--- src/rtl/mult_pkg.sv ---
// ---------------------------------------------------------------------------
// mult_pkg
// Shared definitions for the multiply-add inverse (divider) block.
//   MULT_W      default operand width
//   mi_state_t  controller states of mult_inverse
//   mi_err_t    error codes reported on mult_inverse.err
// ---------------------------------------------------------------------------
package mult_pkg;

    localparam int MULT_W = 8;

    typedef enum logic [1:0] {
        IDLE = 2'b00,
        SUB  = 2'b01,
        DIV  = 2'b10,
        DONE = 2'b11
    } mi_state_t;

    typedef enum logic [1:0] {
        ERR_OK    = 2'b00,
        ERR_DIV0  = 2'b01,
        ERR_UNDER = 2'b10,
        ERR_OVF   = 2'b11
    } mi_err_t;

endpackage

--- src/rtl/div_step.sv ---
// ---------------------------------------------------------------------------
// div_step
// One combinational restoring-division step.
//   r       in   W   current partial remainder (always < b)
//   bit_in  in   1   next dividend bit shifted into the remainder
//   b       in   W   divisor
//   r_next  out  W   partial remainder after the step
//   q_bit   out  1   quotient bit produced by the step
// ---------------------------------------------------------------------------
module div_step #(
    parameter int W = 8
) (
    input  logic [W-1:0] r,
    input  logic         bit_in,
    input  logic [W-1:0] b,
    output logic [W-1:0] r_next,
    output logic         q_bit
);

    logic [W:0] t;

    assign t     = {r, bit_in};
    assign q_bit = (t >= {1'b0, b});

    // Since r < b, the restored value t - b is below b and fits in W bits,
    // so the subtraction can be done modulo 2^W on the low bits only.
    assign r_next = q_bit ? (t[W-1:0] - b) : t[W-1:0];

endmodule

--- src/rtl/mult_inverse.sv ---
// ---------------------------------------------------------------------------
// mult_inverse
// Recovers A and the remainder from a multiply-add result data_in = A*B + C:
//   a_out = (data_in - c) / b,  rem_out = (data_in - c) mod b
// using a W-step sequential restoring divider.
//   clk      in   1    system clock, rising edge
//   rst_n    in   1    asynchronous active-low reset
//   start    in   1    request, sampled only in IDLE
//   data_in  in   2W   multiply-add result to decode
//   b        in   W    divisor (B operand)
//   c        in   W    addend to remove
//   a_out    out  W    recovered quotient
//   rem_out  out  W    remainder
//   err      out  2    00 ok, 01 b==0, 10 data_in<c, 11 quotient overflow
//   valid    out  1    one-cycle result strobe
//   busy     out  1    high whenever not idle
// ---------------------------------------------------------------------------
module mult_inverse
    import mult_pkg::*;
#(
    parameter int W = MULT_W
) (
    input  logic           clk,
    input  logic           rst_n,
    input  logic           start,
    input  logic [2*W-1:0] data_in,
    input  logic [W-1:0]   b,
    input  logic [W-1:0]   c,
    output logic [W-1:0]   a_out,
    output logic [W-1:0]   rem_out,
    output logic [1:0]     err,
    output logic           valid,
    output logic           busy
);

    localparam int CW = (W > 1) ? $clog2(W) : 1;

    mi_state_t      state;
    mi_state_t      state_n;
    logic [2*W-1:0] d_reg;
    logic [W-1:0]   b_reg;
    logic [W-1:0]   c_reg;
    logic [W-1:0]   r_reg;
    logic [W-1:0]   q_reg;
    logic [CW-1:0]  cnt;

    logic [2*W-1:0] n;
    mi_err_t        sub_err;
    logic [W-1:0]   step_r;
    logic           step_q;
    logic           last_step;

    assign n         = d_reg - {{W{1'b0}}, c_reg};
    assign last_step = (cnt == CW'(W - 1));

    // Error classification in priority order. A high half of N that is not
    // below b would need more than W quotient bits, and also would break
    // the R < b invariant the divider step relies on.
    always_comb begin
        sub_err = ERR_OK;
        if (b_reg == '0) begin
            sub_err = ERR_DIV0;
        end else if (d_reg < {{W{1'b0}}, c_reg}) begin
            sub_err = ERR_UNDER;
        end else if (n[2*W-1:W] >= b_reg) begin
            sub_err = ERR_OVF;
        end
    end

    // The dividend's bits are consumed MSB-first from the top of q_reg while
    // the quotient bits fill in from the bottom.
    div_step #(.W(W)) u_step (
        .r      (r_reg),
        .bit_in (q_reg[W-1]),
        .b      (b_reg),
        .r_next (step_r),
        .q_bit  (step_q)
    );

    always_comb begin
        state_n = state;
        case (state)
            IDLE: if (start) state_n = SUB;
            SUB:  state_n = (sub_err != ERR_OK) ? DONE : DIV;
            DIV:  if (last_step) state_n = DONE;
            DONE: state_n = IDLE;
            default: state_n = IDLE;
        endcase
    end

    // valid and busy are registered from the next state so they line up
    // exactly with the state they describe.
    always_ff @(posedge clk or negedge rst_n) begin
        if (!rst_n) begin
            state   <= IDLE;
            d_reg   <= '0;
            b_reg   <= '0;
            c_reg   <= '0;
            r_reg   <= '0;
            q_reg   <= '0;
            cnt     <= '0;
            a_out   <= '0;
            rem_out <= '0;
            err     <= ERR_OK;
            valid   <= 1'b0;
            busy    <= 1'b0;
        end else begin
            state <= state_n;
            valid <= (state_n == DONE);
            busy  <= (state_n != IDLE);
            case (state)
                IDLE: begin
                    if (start) begin
                        d_reg <= data_in;
                        b_reg <= b;
                        c_reg <= c;
                    end
                end
                SUB: begin
                    if (sub_err != ERR_OK) begin
                        err     <= sub_err;
                        a_out   <= (sub_err == ERR_OVF) ? '1 : '0;
                        rem_out <= '0;
                    end else begin
                        r_reg <= n[2*W-1:W];
                        q_reg <= n[W-1:0];
                        cnt   <= '0;
                    end
                end
                DIV: begin
                    r_reg <= step_r;
                    q_reg <= {q_reg[W-2:0], step_q};
                    cnt   <= cnt + 1'b1;
                    if (last_step) begin
                        a_out   <= {q_reg[W-2:0], step_q};
                        rem_out <= step_r;
                        err     <= ERR_OK;
                    end
                end
                default: ;
            endcase
        end
    end

endmodule

--- config.mk ---
export PLATFORM = sky130hd
export DESIGN_NAME = mult_inverse
export DESIGN_NICKNAME = d
export VERILOG_FILES = /design/src/rtl/mult_pkg.sv /design/src/rtl/div_step.sv /design/src/rtl/mult_inverse.sv
export SDC_FILE = /design/constraint.sdc
export NUM_CORES = 1
export LEC_CHECK = 0
export CORE_MARGIN = 2
export CORE_UTILIZATION = 51
export CTS_CLUSTER_SIZE = 40
export DETAILED_ROUTE_END_ITERATION = 16
export GPL_TIMING_DRIVEN = 0
export PLACE_DENSITY = 0.74
export SETUP_SLACK_MARGIN = 0.5
export SYNTH_ARGS = -nofsm -noshare
export SYNTH_HDL_FRONTEND = slang
export SYNTH_SLANG_ARGS = --single-unit
--- constraint.sdc ---
create_clock -name clk -period 4.04 [get_ports clk]
set_input_delay 0.808 -clock clk [delete_from_list [all_inputs] [get_ports clk]]
set_output_delay 0.808 -clock clk [all_outputs]
set_load 0.01 [all_outputs]
==> After elaboration in Yosys (flattened, before gate mapping) <==
Cells that the tools add are included.
{ "op_classes": {"add_sub_neg": 3, "reduce_logical": 8, "div_mod_pow": 0, "mux": 24, "order_cmp": 3, "multipliers": 0, "n_bitwise": 0, "n_eq_ne": 9, "n_shift": 0} }
{ "op_table": {"columns": ["operator", "n"], "rows": [
  ["$mux 8", 8],
  ["$pmux 8 s2", 4],
  ["$lt 16x8->1", 1],
  ["$sub 16x8->16", 1],
  ["$mux 2", 7],
  ["$ge 9x8->1", 1],
  ["$eq 2x2->1 const B", 4],
  ["$ge 8x8->1", 1],
  ["$logic_not 8->1", 1],
  ["$pmux 2 s4", 1],
  ["$sub 8x8->8", 1],
  ["$ne 2x2->1 const B", 3],
  ["$pmux 3 s2", 1],
  ["$reduce_bool 2->1", 3],
  ["$pmux 2 s2", 1],
  ["$reduce_and 2->1", 2],
  ["$add 3x1->3 const B", 1],
  ["$eq 3x3->1 const B", 1],
  ["$mux 3", 1],
  ["$reduce_and 3->1", 1],
  ["$eq 2x1->1 const B", 1],
  ["$logic_not 2->1", 1],
  ["$mux 1", 1]
]} }
{ "word_totals": {"rom_bits": 0, "register_bits": 73, "latch_bits": 0, "ram_bits": 0, "mem_count": 0, "word_cells": 59} }

==> Longest topological paths before layout <==
Gate-level depths: netlist (run 1).
{ "logic_depth": {"ltp_word": 9, "depth_mapped": 16, "depth_no_buf": 15} }

==> By module <==
Synthesis (run 1) repeated with hierarchy kept, for this count alone.
{ "unflattened": {"cells_unflattened": 420, "area_unflattened_um2": 4499.3} }
{ "modules_own_cells": {"columns": ["module", "area_each_um2", "instances", "cells_each"], "rows": [
  ["mult_inverse", 3960.0, 1, 354],
  ["div_step", 539.3, 1, 66]
]} }

==> Least setup slack after synthesis (run 1) <==
Ideal clock, no wire load.
{ "synth_timing": {"path_type": "register to register", "from": "reg d_reg[7]", "to": "reg r_reg[6]", "path_slack_ns": 0.353, "setup_ns": 0.094, "arrival_time_ns": 3.593, "stages_incl_launch_ff": 14, "path_buffers": 1, "path_cell_list": "dfrtp_1 > ha_1 > or4_4 > or2_2 > a211oi_2 > xor2_1 > ha_1 > and3_1 > a221oi_1 > o21ai_1 > o31ai_2 > buf_2 > o32ai_1 > a211oi_1"} }
{ "synth_via": {"elab_chain_cells": 8} }
{ "synth_rtl": {"columns": ["item", "line", "source"], "rows": [
  ["start: declaration", "mult_inverse.sv:40", "logic [2*W-1:0] d_reg;"],
  ["start signal: assignment", "mult_inverse.sv:114", "d_reg <= data_in;"],
  ["$sub 16x8->16", "mult_inverse.sv:53", "assign n = d_reg - {{W{1'b0}}, c_reg};"],
  ["$ge 8x8->1", "mult_inverse.sv:65", "end else if (n[2*W-1:W] >= b_reg) begin"],
  ["$mux 2", "mult_inverse.sv:65", null],
  ["$mux 2", "mult_inverse.sv:63", "end else if (d_reg < {{W{1'b0}}, c_reg}) begin"],
  ["$mux 2", "mult_inverse.sv:61", "if (b_reg == '0) begin"],
  ["$reduce_bool 2->1", "mult_inverse.sv:120", "if (sub_err != ERR_OK) begin"],
  ["$ne 2x2->1 (no line)", null, null],
  ["$reduce_and 2->1 (no line)", null, null],
  ["end signal: assignment", "mult_inverse.sv:125", "r_reg <= n[2*W-1:W];"],
  ["end signal: assignment", "mult_inverse.sv:131", "r_reg <= step_r;"],
  ["end: declaration", "mult_inverse.sv:43", "logic [W-1:0] r_reg;"]
]} }
Parallel ways exist; a longest one is shown, timed or not. The select of a mux whose other input is x is not followed.
A chain may end at the register's enable or synchronous reset.

==> Worst setup path in the final report (run 1) <==
{ "layout_timing": {"from": "reg c_reg[7]", "to": "reg q_reg[3]"} }
{ "layout_via": {"elab_chain_cells": 8} }
{ "layout_rtl": {"columns": ["item", "line", "source"], "rows": [
  ["start: declaration", "mult_inverse.sv:42", "logic [W-1:0] c_reg;"],
  ["start signal: assignment", "mult_inverse.sv:98", "c_reg <= '0;"],
  ["start signal: assignment", "mult_inverse.sv:116", "c_reg <= c;"],
  ["$sub 16x8->16", "mult_inverse.sv:53", null],
  ["$ge 8x8->1", "mult_inverse.sv:65", null],
  ["$mux 2", "mult_inverse.sv:65", null],
  ["$mux 2 (*)", "mult_inverse.sv:63", null],
  ["$mux 2 (*)", "mult_inverse.sv:61", null],
  ["$reduce_bool 2->1 (*)", "mult_inverse.sv:120", null],
  ["$ne 2x2->1 (no line) (*)", null, null],
  ["$reduce_and 2->1 (no line) (*)", null, null],
  ["end signal: assignment", "mult_inverse.sv:126", "q_reg <= n[W-1:0];"],
  ["end signal: assignment", "mult_inverse.sv:132", "q_reg <= {q_reg[W-2:0], step_q};"],
  ["end: declaration", "mult_inverse.sv:44", "logic [W-1:0] q_reg;"]
]} }
Mark *: on every way between the ends. The rest lies on a longest branch, timed or not.

==> results of run 1 <==
stage by stage:
step,TNS [ns],area [um2],hold WS (ns),cells,utilization [%]
after floorplan,0,4570,0.457,452,-
after global placement,-22.27,5240,0.455,614,60.4
after detailed placement,-0.0167,5240,0.465,614,60.4
after CTS,0,5850,0.490,654,67.4
after global routing,0,6100,0.522,661,70.3
final,0,6100,0.488,661,70.3
worst paths after layout:
path / slack, ns / cells past startpoint / startpoint / to
max reg2reg: 0.24 / 17 / c_reg[7]$_DFFE_PN0P_ / q_reg[3]$_DFFE_PN0P_
max: 0.24 / 17 / c_reg[7]$_DFFE_PN0P_ / q_reg[3]$_DFFE_PN0P_
max in group asynchronous: 2.87 / 1 / rst_n / d_reg[13]$_DFFE_PN0P_
min: 0.49 / 2 / rem_out[0]$_DFFE_PN0P_ / rem_out[0]$_DFFE_PN0P_
min in group asynchronous: 0.58 / 1 / rst_n / a_out[4]$_DFFE_PN0P_
min reg2reg: 0.49 / 2 / rem_out[0]$_DFFE_PN0P_ / rem_out[0]$_DFFE_PN0P_
cell type report:
type / count / area [um2] / share of cell area (%)
Tap cell: 108 / 135 / 2.22
Sequential cell: 73 / 1830 / 30.0
Buffer: 17 / 96.3 / 1.58
Inverter: 34 / 128 / 2.09
Multi-Input combinational cell: 329 / 2880 / 47.2
Timing Repair Buffer: 84 / 818 / 13.4
Clock buffer: 9 / 124 / 2.03
Clock inverter: 7 / 93.8 / 1.54
kinds of logic (layout without fill, tap and decap cells):
logic type | after synthesis | count (layout) | synth area share (%)
compound gates | 129 | 129 | 21.6
xor+xnor | 13 | 13 | 2.51
fa+ha+maj | 32 | 32 | 9.17
buf+inv | 51 | 151 | 4.59
flops | 73 | 73 | 40.3
mux | 39 | 39 | 9.56
simple gates | 115 | 116 | 12.2
what timing repair did:
item | CTS | global route
setup buffers | 21 | 6
pin swaps | 23 | 15
hold buffers | 0 | 0
gates resized for setup | 39 | 41
endpoints found under the setup margin | 40 | 40
gates cloned | 3 | 1
per-layer routing:
metal	wire length, um	GRT usage, %	up-vias
li1	-	-	1856
met1	5250	33.4	1899
met2	6100	41.0	155
met3	700	5.23	18
met4	201	7.90	0
met5	0	0	-
critical path, cell delays in order, from the launching register on:
cell	delay [ns]
dfrtp_1	0.36
inv_1	0.05
ha_2	0.18
or4_4	0.57
or2_4	0.26
nor2_2	0.12
nand3_2	0.12
xor2_2	0.18
inv_1	0.09
ha_4	0.23
and3_4	0.20
a221oi_4	0.36
o21ai_4	0.15
buf_12	0.16
buf_6	0.11
nor3_4	0.27
a31o_2	0.20
a21oi_1	0.06
cell usage in the layout, fill, tap and decap left out, types with 3 or more instances in the layout:
cell,synthesis,routed
inv_1,34,34
nand3_2,0,3
nor2b_1,4,3
and2_1,4,4
nor4_1,3,3
o31ai_1,3,3
buf_4,1,21
a21o_1,7,7
buf_1,4,4
o22ai_1,11,7
a21oi_2,0,9
a311o_1,3,3
a21oi_1,26,17
dfrtp_1,73,73
mux2i_1,5,5
o21a_1,6,5
mux2_2,34,33
xor2_1,7,6
a31oi_4,2,3
clkbuf_1,7,7
a31o_2,5,3
nor2_2,0,3
nand2_1,34,31
ha_1,30,25
o22ai_2,0,4
a22o_1,4,4
nor3_1,11,11
clkdlybuf4s50_1,0,53
nand3_1,8,4
o211ai_1,5,5
xnor2_1,6,5
and3_1,4,3
o21ai_0,18,14
nand2b_1,4,4
nor2_1,34,30
clkbuf_8,0,9
ha_4,0,3
a211oi_1,5,5
buf_6,1,12
==> impl_results.md, run 1 <==
- Outcome: completed
- Final setup vio count: 0
- Die ar.: ~9600 um2
- Cell Rows: 34
- Worst-path clk slew: 0.09 ns
- Clock tree root buffer cell: clkbuf_8
- Yosys warnings: 0
- Die Y: roughly 98 um
- Final Cycle Share: roughly 94%
- WL/cell: roughly 19 um
- DRC violations left: 0
- Die X: about 98 um
- FMAX: roughly 260 MHz
- Final Wtd Congestion: between 0.9 and 1
- Max reg flops: 16
- Clk buf depth: 2
- Async SR Flop Fraction: 100%
- Starting Density: 52.2%
- Netlist Area Pre-Place: approximately 4500 um2
- Setup crit end kind: register
- Clock skew: slightly above 0.01 ns
- Detailed Route Iter0 Violations: 229
- Fill cells: roughly 640
- Antenna violations before repair: 0
- DP Worst Slack: -0.0167 ns
- RSZ-0062 raised after global routing: true
- Share of cells above drive strength 1: roughly 28%
- Max-Cap Viols: 0
- CTS sink count: between 70 and 80
- WP data required: between 4 and 5 ns
- Slew @ Worst Pin: 0.917 ns
- Count of input and output buffers: 54
- Final hold viol count: 0
- Hold Crit Class: reg -> reg
- Fin crit period: approximately 3.8 ns
- First-pass DRT Iterations: 5
- N_diodes: 0
- Mean Syn Cell Area: about 10 um2
- Grt ovf: 0
- CP Data Arrival Time: about 4.0 ns
- DR vias/cell: approximately 6
- CTS tree: done
- I/O Pins: 55
- Post-synthesis cell count: approximately 450
- CTS Buf Count: 9
- Vias in the first global route: between 3000 and 4000
- Startpoint Class: register
- Largest cells by area after synthesis: dfrtp_1 40%, mux2_2 8.5%, ha_1 8.3%, a21oi_1 2.9%, inv_1 2.8%
- First-pass GRT wire length: between 15 and 20 mm
- Dominant cell type by area after synthesis: dfrtp_1
- Critical path class: reg -> reg
- #FFs+latches synth: 73
- Top cells by count, synth: 73 x dfrtp_1, 34 x inv_1, 34 x mux2_2, 34 x nand2_1, 34 x nor2_1
- Max Fanout on Critical Path: 4
- Standard cell core area: around 8700 um2
- Pins over their slew limit: 0
- Post-route ant nets: 0
- HPWL after DPL: 8.31 mm
- H-tree lvl count: 3
- Worst-skew pair later-pin latency: 0.36 ns
- Largest net degree at the start of global routing: 74
- Post-synth EDFFs: 0
- Slew margin rel.: approximately two fifths
- Total Wirelength: approximately 12 mm
- Via count: 3928
- Post-Syn Nets: roughly 520
- Total GRT Usage: 25.0%
- Count leader, synth: dfrtp_1
- Layout Nets: ~600
- Synth top area share: around two fifths
- Setup WS post-layout: approximately 0.24 ns
- Post-synth top flop: dfrtp_1
- Area delta synth->final: 34.7%
- Synth unique cells: 65
- Sequential area share after synthesis: 40.3%
Power of run 1 is left out: the tool's default activity adds up to more than one toggle a clock period on the data nets, which glitch-free logic cannot reach.
==> run 2, diff against run 1 <==
--- a/config.mk
+++ b/config.mk
@@ -5,6 +5,7 @@
 export SDC_FILE = /design/constraint.sdc
 export NUM_CORES = 1
 export LEC_CHECK = 0
+export ABC_AREA = 1
 export CORE_MARGIN = 2
 export CORE_UTILIZATION = 51
 export CTS_CLUSTER_SIZE = 40
==> impl_results.md, run 2 <==
- Dominant cell type by area after synthesis: dfrtp_1
- Slew @ Worst Pin: a little over 0.6 ns
- Startpoint Class: register
- Grt met3 use: under 10%
- Pwr dens: around 960 nW/um2
- Final instance area: around 5600 um2
- Commonest cells after routing, fill and taps aside: 199 x nand2_1, 83 x inv_1, 73 x dfrtp_1
- Simple-gate share of the synthesized area: between 30% and 40%
- Post-synth EDFFs: 0
- Max reg flops: 16
- Worst-path clk slew: 0.09 ns
- WL/cell: 13.9 um
- Gr busiest metal: met2
- Critical path class: reg -> reg
- #FFs+latches synth: 73
- CP Data Arrival Time: approximately 3.6 ns
- CTS sink count: between 70 and 80
- Worst Setup SP: d_reg[0]$_DFFE_PN0P_
- DR vias/cell: 5.23
- Largest net degree at the start of global routing: 48
- Largest family of logic cells by synthesized area: simple AND/OR/NAND/NOR gates
- CTS tree: done
- CTS Buf Count: 9
- Final setup vio count: 0
- Adder-cell share of the synthesized area: under 10%
- H-tree lvl count: 3
- RSZ-0062 raised after global routing: false
- Post-route ant nets: 0
- Synth Area in XOR/XNOR: less than 1%
- Flop2flop setup slack: between 0.7 and 0.8 ns
- Sequential area share after synthesis: approximately two fifths
- Layout Nets: 763
- HPWL after DPL: about 8.7 mm
- Yosys warnings: 0
- Post-synthesis cell count: about 630
- Starting Density: between 50% and 60%
- Top cells by count, synth: 201 x nand2_1, 83 x inv_1, 73 x dfrtp_1, 59 x nand3_1, 58 x nor2_1
- Clock tree root buffer cell: clkbuf_8
- Outcome: completed
- Clk buf depth: 2
- Netlist Area Pre-Place: approximately 4700 um2
- Die X: about 99 um
- Synth top area share: 39.3%
- Post-Syn Nets: a little under 700
- Max-Cap Viols: 0
- Compound-Gate Fraction of Synth Area: under 10%
- Vias in the first global route: about 4000
- Post-synth top flop: dfrtp_1
- Final Wtd Congestion: ~0.89
- Antenna violations before repair: 0
- FMAX: 303 MHz
- Mean Syn Cell Area: 7.43 um2
- Hold Crit Class: in -> async
- I/O Pins: 55
- Hold_buf cts: 0
- DRC violations left: 0
- Die ar.: between 9000 and 10000 um2
- Pins over their slew limit: 0
- First-pass DRT Iterations: 4
- Die Y: 99.5 um
- Lkg Pwr: between 2 and 3 nW
- Total GRT Usage: 24.1%
- Placed Area: 5350 um2
- Count leader, synth: nand2_1
- Clock skew: approximately 0.013 ns
- Via count: about 4200
- IR drop worst, VDD: 0.000397 V
- Final Cycle Share: between 80 and 90%
- N_diodes: 0
- Largest cells by area after synthesis: dfrtp_1 39%, nand2_1 16%, ha_1 8.1%, inv_1 6.7%, nand3_1 6.3%
- Final hold viol count: 0
- Detailed Route Iter0 Violations: 205
- Reg-to-reg startpoint: d_reg[0]$_DFFE_PN0P_
- Synth unique cells: 32
- DP Worst Slack: between 0.6 and 0.7 ns
- Share of cells above drive strength 1: 8.56%
- Cell Rows: 34
- Total Wirelength: roughly 11 mm
- Max Fanout on Critical Path: 10
- Grt ovf: 0
- First-pass GRT wire length: around 19 mm
- Met2 GRT Util: 39.3%
- Most common cell after layout, fill and taps aside: nand2_1
- Standard cell core area: 8760 um2
- Final design utilization: approximately 64%
- Setup crit end kind: register
- Setup WS post-layout: about 0.74 ns
- Area delta synth->final: 19.9%
- Fin crit period: approximately 3.3 ns
- Worst-skew pair later-pin latency: about 0.38 ns
- WP data required: ~4.3 ns
- Slew margin rel.: between 50 and 60%
- Count of input and output buffers: 54
- GR Layer Usage met1: approximately a third
- Mux share of post-synthesis cell area: ~2.2%
- Async SR Flop Fraction: 100%
[run 2: changes by cell type after synthesis, moves of 9 or more]
| cell | previous run | this run |
|---|---|---|
| nand2_1 | 34 | 201 |
| nand3_1 | 8 | 59 |
| inv_1 | 34 | 83 |
| mux2_2 | 34 | 9 |
| nor2_1 | 34 | 58 |
| o21ai_2 | 0 | 10 |
| nor3_1 | 11 | 2 |
[run 2: worst paths after layout]
check,end,depth (start not counted)
setup reg to reg,r_reg[3]$_DFFE_PN0P_,22
max in group asynchronous,d_reg[3]$_DFFE_PN0P_,2
hold / removal,b_reg[5]$_DFFE_PN0P_,1
hold reg to reg,a_out[1]$_DFFE_PN0P_,2
setup / recovery,r_reg[3]$_DFFE_PN0P_,22
min in group clk,a_out[1]$_DFFE_PN0P_,2
[run 2: worst max-delay path, cell delays in order (launching register included)]
cell and delay [ns]:
dfrtp_1 0.34, inv_1 0.05, ha_1 0.22, fa_1 0.36
inv_1 0.10, nand4_1 0.14, nand2_1 0.14, nand2_2 0.10
nand2_1 0.07, nand2_1 0.07, and2_1 0.14, ha_1 0.27
nand2_1 0.10, nor2_1 0.05, nor2_1 0.14, nand2_2 0.11
a21oi_4 0.21, nand4_4 0.16, nand2_4 0.14, inv_2 0.05
buf_6 0.14, nand2_1 0.06, nand2_1 0.05
[run 2: layout make-up]
class / count / area (um2)
fillers: 788 / 3190
multi-input cells: 455 / 2410
flip-flops and latches: 73 / 1830
repair buffers: 59 / 596
inverters: 84 / 315
well taps: 108 / 135
clock buffers: 9 / 124
plain buffers: 14 / 103
clock inverters: 7 / 60.1
[run 2: what timing repair did]
item	in CTS	in global routing
resized for setup	0	4
buffers inserted	0	4
endpoints found under the hold margin	0	0
endpoints found under the setup margin	0	37
[run 2: metrics by stage]
step | hold WS [ns] | instances | power (mW) | setup TNS (ns)
floorplan | 0.442 | 626 | 3.80 | 0
global placement | 0.454 | 788 | 4.57 | -25.67
detailed placement | 0.462 | 789 | 4.70 | 0
CTS | 0.357 | 805 | 5.27 | 0
global route | 0.369 | 809 | 5.88 | 0
finish | 0.351 | 809 | 5.35 | 0
[run 2: cells by family after synthesis]
group,count (synthesis)
buffers and inverters,98
DFF,73
and+or+nand+nor,340
muxes,9
AOI/OAI and AO/OA,70
adders and majority gates,32
xor gates and xnor gates,4
[run 2: report_power, final]
group          internal [mW]  switching, mW
clock                  0.232          0.325
sequential              1.07          0.197
combinational           1.36           2.16
total                   2.66           2.68
[run 2: layer usage]
| layer | wire (um) | part of all wire [%] |
|---|---|---|
| met5 | 0 | 0 |
| met4 | 274 | 2.4 |
| met2 | 5370 | 48 |
| met1 | 4960 | 44 |
| met3 | 657 | 5.8 |
Note: power is estimated with default switching activity, not from simulation.
==> run 3, diff against run 2 <==
--- a/config.mk
+++ b/config.mk
@@ -11,7 +11,7 @@
 export CTS_CLUSTER_SIZE = 40
 export DETAILED_ROUTE_END_ITERATION = 16
 export GPL_TIMING_DRIVEN = 0
-export PLACE_DENSITY = 0.74
+export PLACE_DENSITY = 0.77
 export SETUP_SLACK_MARGIN = 0.5
 export SYNTH_ARGS = -nofsm -noshare
 export SYNTH_HDL_FRONTEND = slang
==> constraint.sdc (replaced) <==
create_clock -name clk -period 2.7 [get_ports clk]
set_input_delay 0.54 -clock clk [delete_from_list [all_inputs] [get_ports clk]]
set_output_delay 0.54 -clock clk [all_outputs]
set_load 0.01 [all_outputs]
==> impl_results.md, run 3 (synthesis results as in run 2) <==
- Outcome: finished, violations left
- Failing checks: setup timing
- R2r endpoint: rem_out[3]$_DFFE_PN0P_
- Critical path class: reg -> reg
- I/O Pins: 55
- First-pass DRT Iterations: 5
- Multi-input logic area: between 2000 and 3000 um2
- WP data required: about 3.0 ns
- Max Fanout on Critical Path: 7
- Setup WS post-layout: -0.464 ns
- Final hold viol count: 0
- Fill cells: approximately 700
- Clock tree root buffer cell: clkbuf_8
- Die X: a little under 100 um
- Worst Setup SP: c_reg[5]$_DFFE_PN0P_
- Final Cycle Share: 117%
- Most common cell after layout, fill and taps aside: nand2_1
- Grt ovf: 0
- DR vias/cell: around 5.3
- Hold Crit Class: in -> async
- Setup crit end kind: register
- First-pass GRT wire length: ~19 mm
- CTS tree: done
- Fin crit period: ~3.2 ns
- Cell Rows: 34
- Total Wirelength: ~12 mm
- Commonest cells after routing, fill and taps aside: 151 x nand2_1, 82 x inv_1, 73 x dfrtp_1
- Buf/Inv on CP: 3
- Total GRT Usage: a little under a quarter
- Area delta synth->final: 31.9%
- CP Data Arrival Time: 3.42 ns
- DRC violations left: 0
- Count of input and output buffers: 54
- Layout Nets: between 700 and 800
- Pins over their slew limit: 0
- CTS sink count: 73
- R2r worst-path depth: 20
- Clock skew: 0.00916 ns
- H-tree lvl count: 3
- CP top delay family: simple AND/OR/NAND/NOR gates
- Final design utilization: between 60% and 70%
- CP Cell Sequence: inv_1, ha_4, nand2_1, nand2_1, a21oi_1, nand2_2, nand2_4, nand3_1, and2_4, ha_4, nand2_4, nor2_4, nor2_2, nand2_2, a21oi_4, nand4_4, buf_6, nand2_8, clkbuf_16, o21ai_2
- Clk buf depth: 2
- FMAX: 316 MHz
- Slowest stage delay, CP: roughly 0.37 ns
- Die ar.: around 9900 um2
- Flop2flop setup slack: -0.46 ns
- WL/cell: approximately 14 um
- Max-Cap Viols: 0
- Largest net degree at the start of global routing: 49
- Die Y: 99.5 um
- Share of cells above drive strength 1: a little over a fifth
- Final Wtd Congestion: 0.897
- Detailed Route Iter0 Violations: approximately 230
- Via count: roughly 4400
- Register area: between 1500 and 2000 um2
- DP Worst Slack: -0.562 ns
- Final setup vio count: 40
- Slew @ Worst Pin: between 0.5 and 0.6 ns
- Slew margin rel.: 61.9%
- Vias in the first global route: ~4200
- Worst-path clk slew: around 0.08 ns
- Crit path max-delay cell type: dfrtp_1
- HPWL after DPL: between 8 and 9 mm
- Starting Density: around 53%
- Worst-skew pair later-pin latency: about 0.37 ns
- CTS Buf Count: 9
- Reg-to-reg startpoint: c_reg[5]$_DFFE_PN0P_
- Max reg flops: 16
- Antenna violations before repair: 0
- N_diodes: 0
- Standard cell core area: slightly below 9000 um2
- Hold_buf cts: 0
- RSZ-0062 raised after global routing: true
- Startpoint Class: register
- Post-route ant nets: 0
## run 3: cell types whose count changed in the layout (fill, tap and decap cells not counted), sizes merged
cell      delta
clkbuf       +2
buf         +22
inv          +1
clkinvlp     -1
## run 3: layout make-up
class | instances | share of cell area (%)
Multi-Input combinational cell | 455 | 44.5
Timing Repair Buffer | 83 | 13.5
Clock inverter | 7 | 0.959
Tap cell | 108 | 2.20
Buffer | 14 | 1.86
Clock buffer | 9 | 2.02
Inverter | 84 | 5.18
Sequential cell | 73 | 29.8
## run 3: worst max-delay path by stage
stage,cells after the start,slack (ns),end
2_1_floorplan,21,-0.15,r_reg[1]$_DFFE_PN0P_
3_3_place_gp,1,-1.41,c_reg[2]$_DFFE_PN0P_
3_5_place_dp,21,-0.56,r_reg[3]$_DFFE_PN0P_
4_1_cts,21,-0.41,r_reg[3]$_DFFE_PN0P_
5_1_grt,19,-0.66,a_out[3]$_DFFE_PN0P_
6_report,20,-0.46,rem_out[3]$_DFFE_PN0P_
## run 3: layer usage
metal,up-vias,part of all wire [%],track usage (%)
li1,2175,-,-
met1,2067,42,31.5
met2,142,49,39.2
met3,32,6.0,5.27
met4,0,2.7,8.54
met5,-,0,0
## run 3: through the flow
step / area [um2] / hold WS (ns) / TNS [ns] / std cells
3_5_place_dp: 5420 / 0.459 / -18.95 / 789
3_3_place_gp: 5400 / 0.453 / -118.67 / 788
4_1_cts: 5800 / 0.0940 / -14.97 / 825
6_report: 6130 / 0.0830 / -17.35 / 833
2_1_floorplan: 4720 / 0.244 / -3.93 / 626
5_1_grt: 6130 / 0.0970 / -24.67 / 833
## run 3: timing repair
item                                    4_1_cts  5_1_grt
setup buffers                                19        6
pin swaps                                    13       22
endpoints found under the setup margin       50       50
gates resized for setup                      16       65
cloned                                        1        2
Power of run 3 is left out for the same reason.
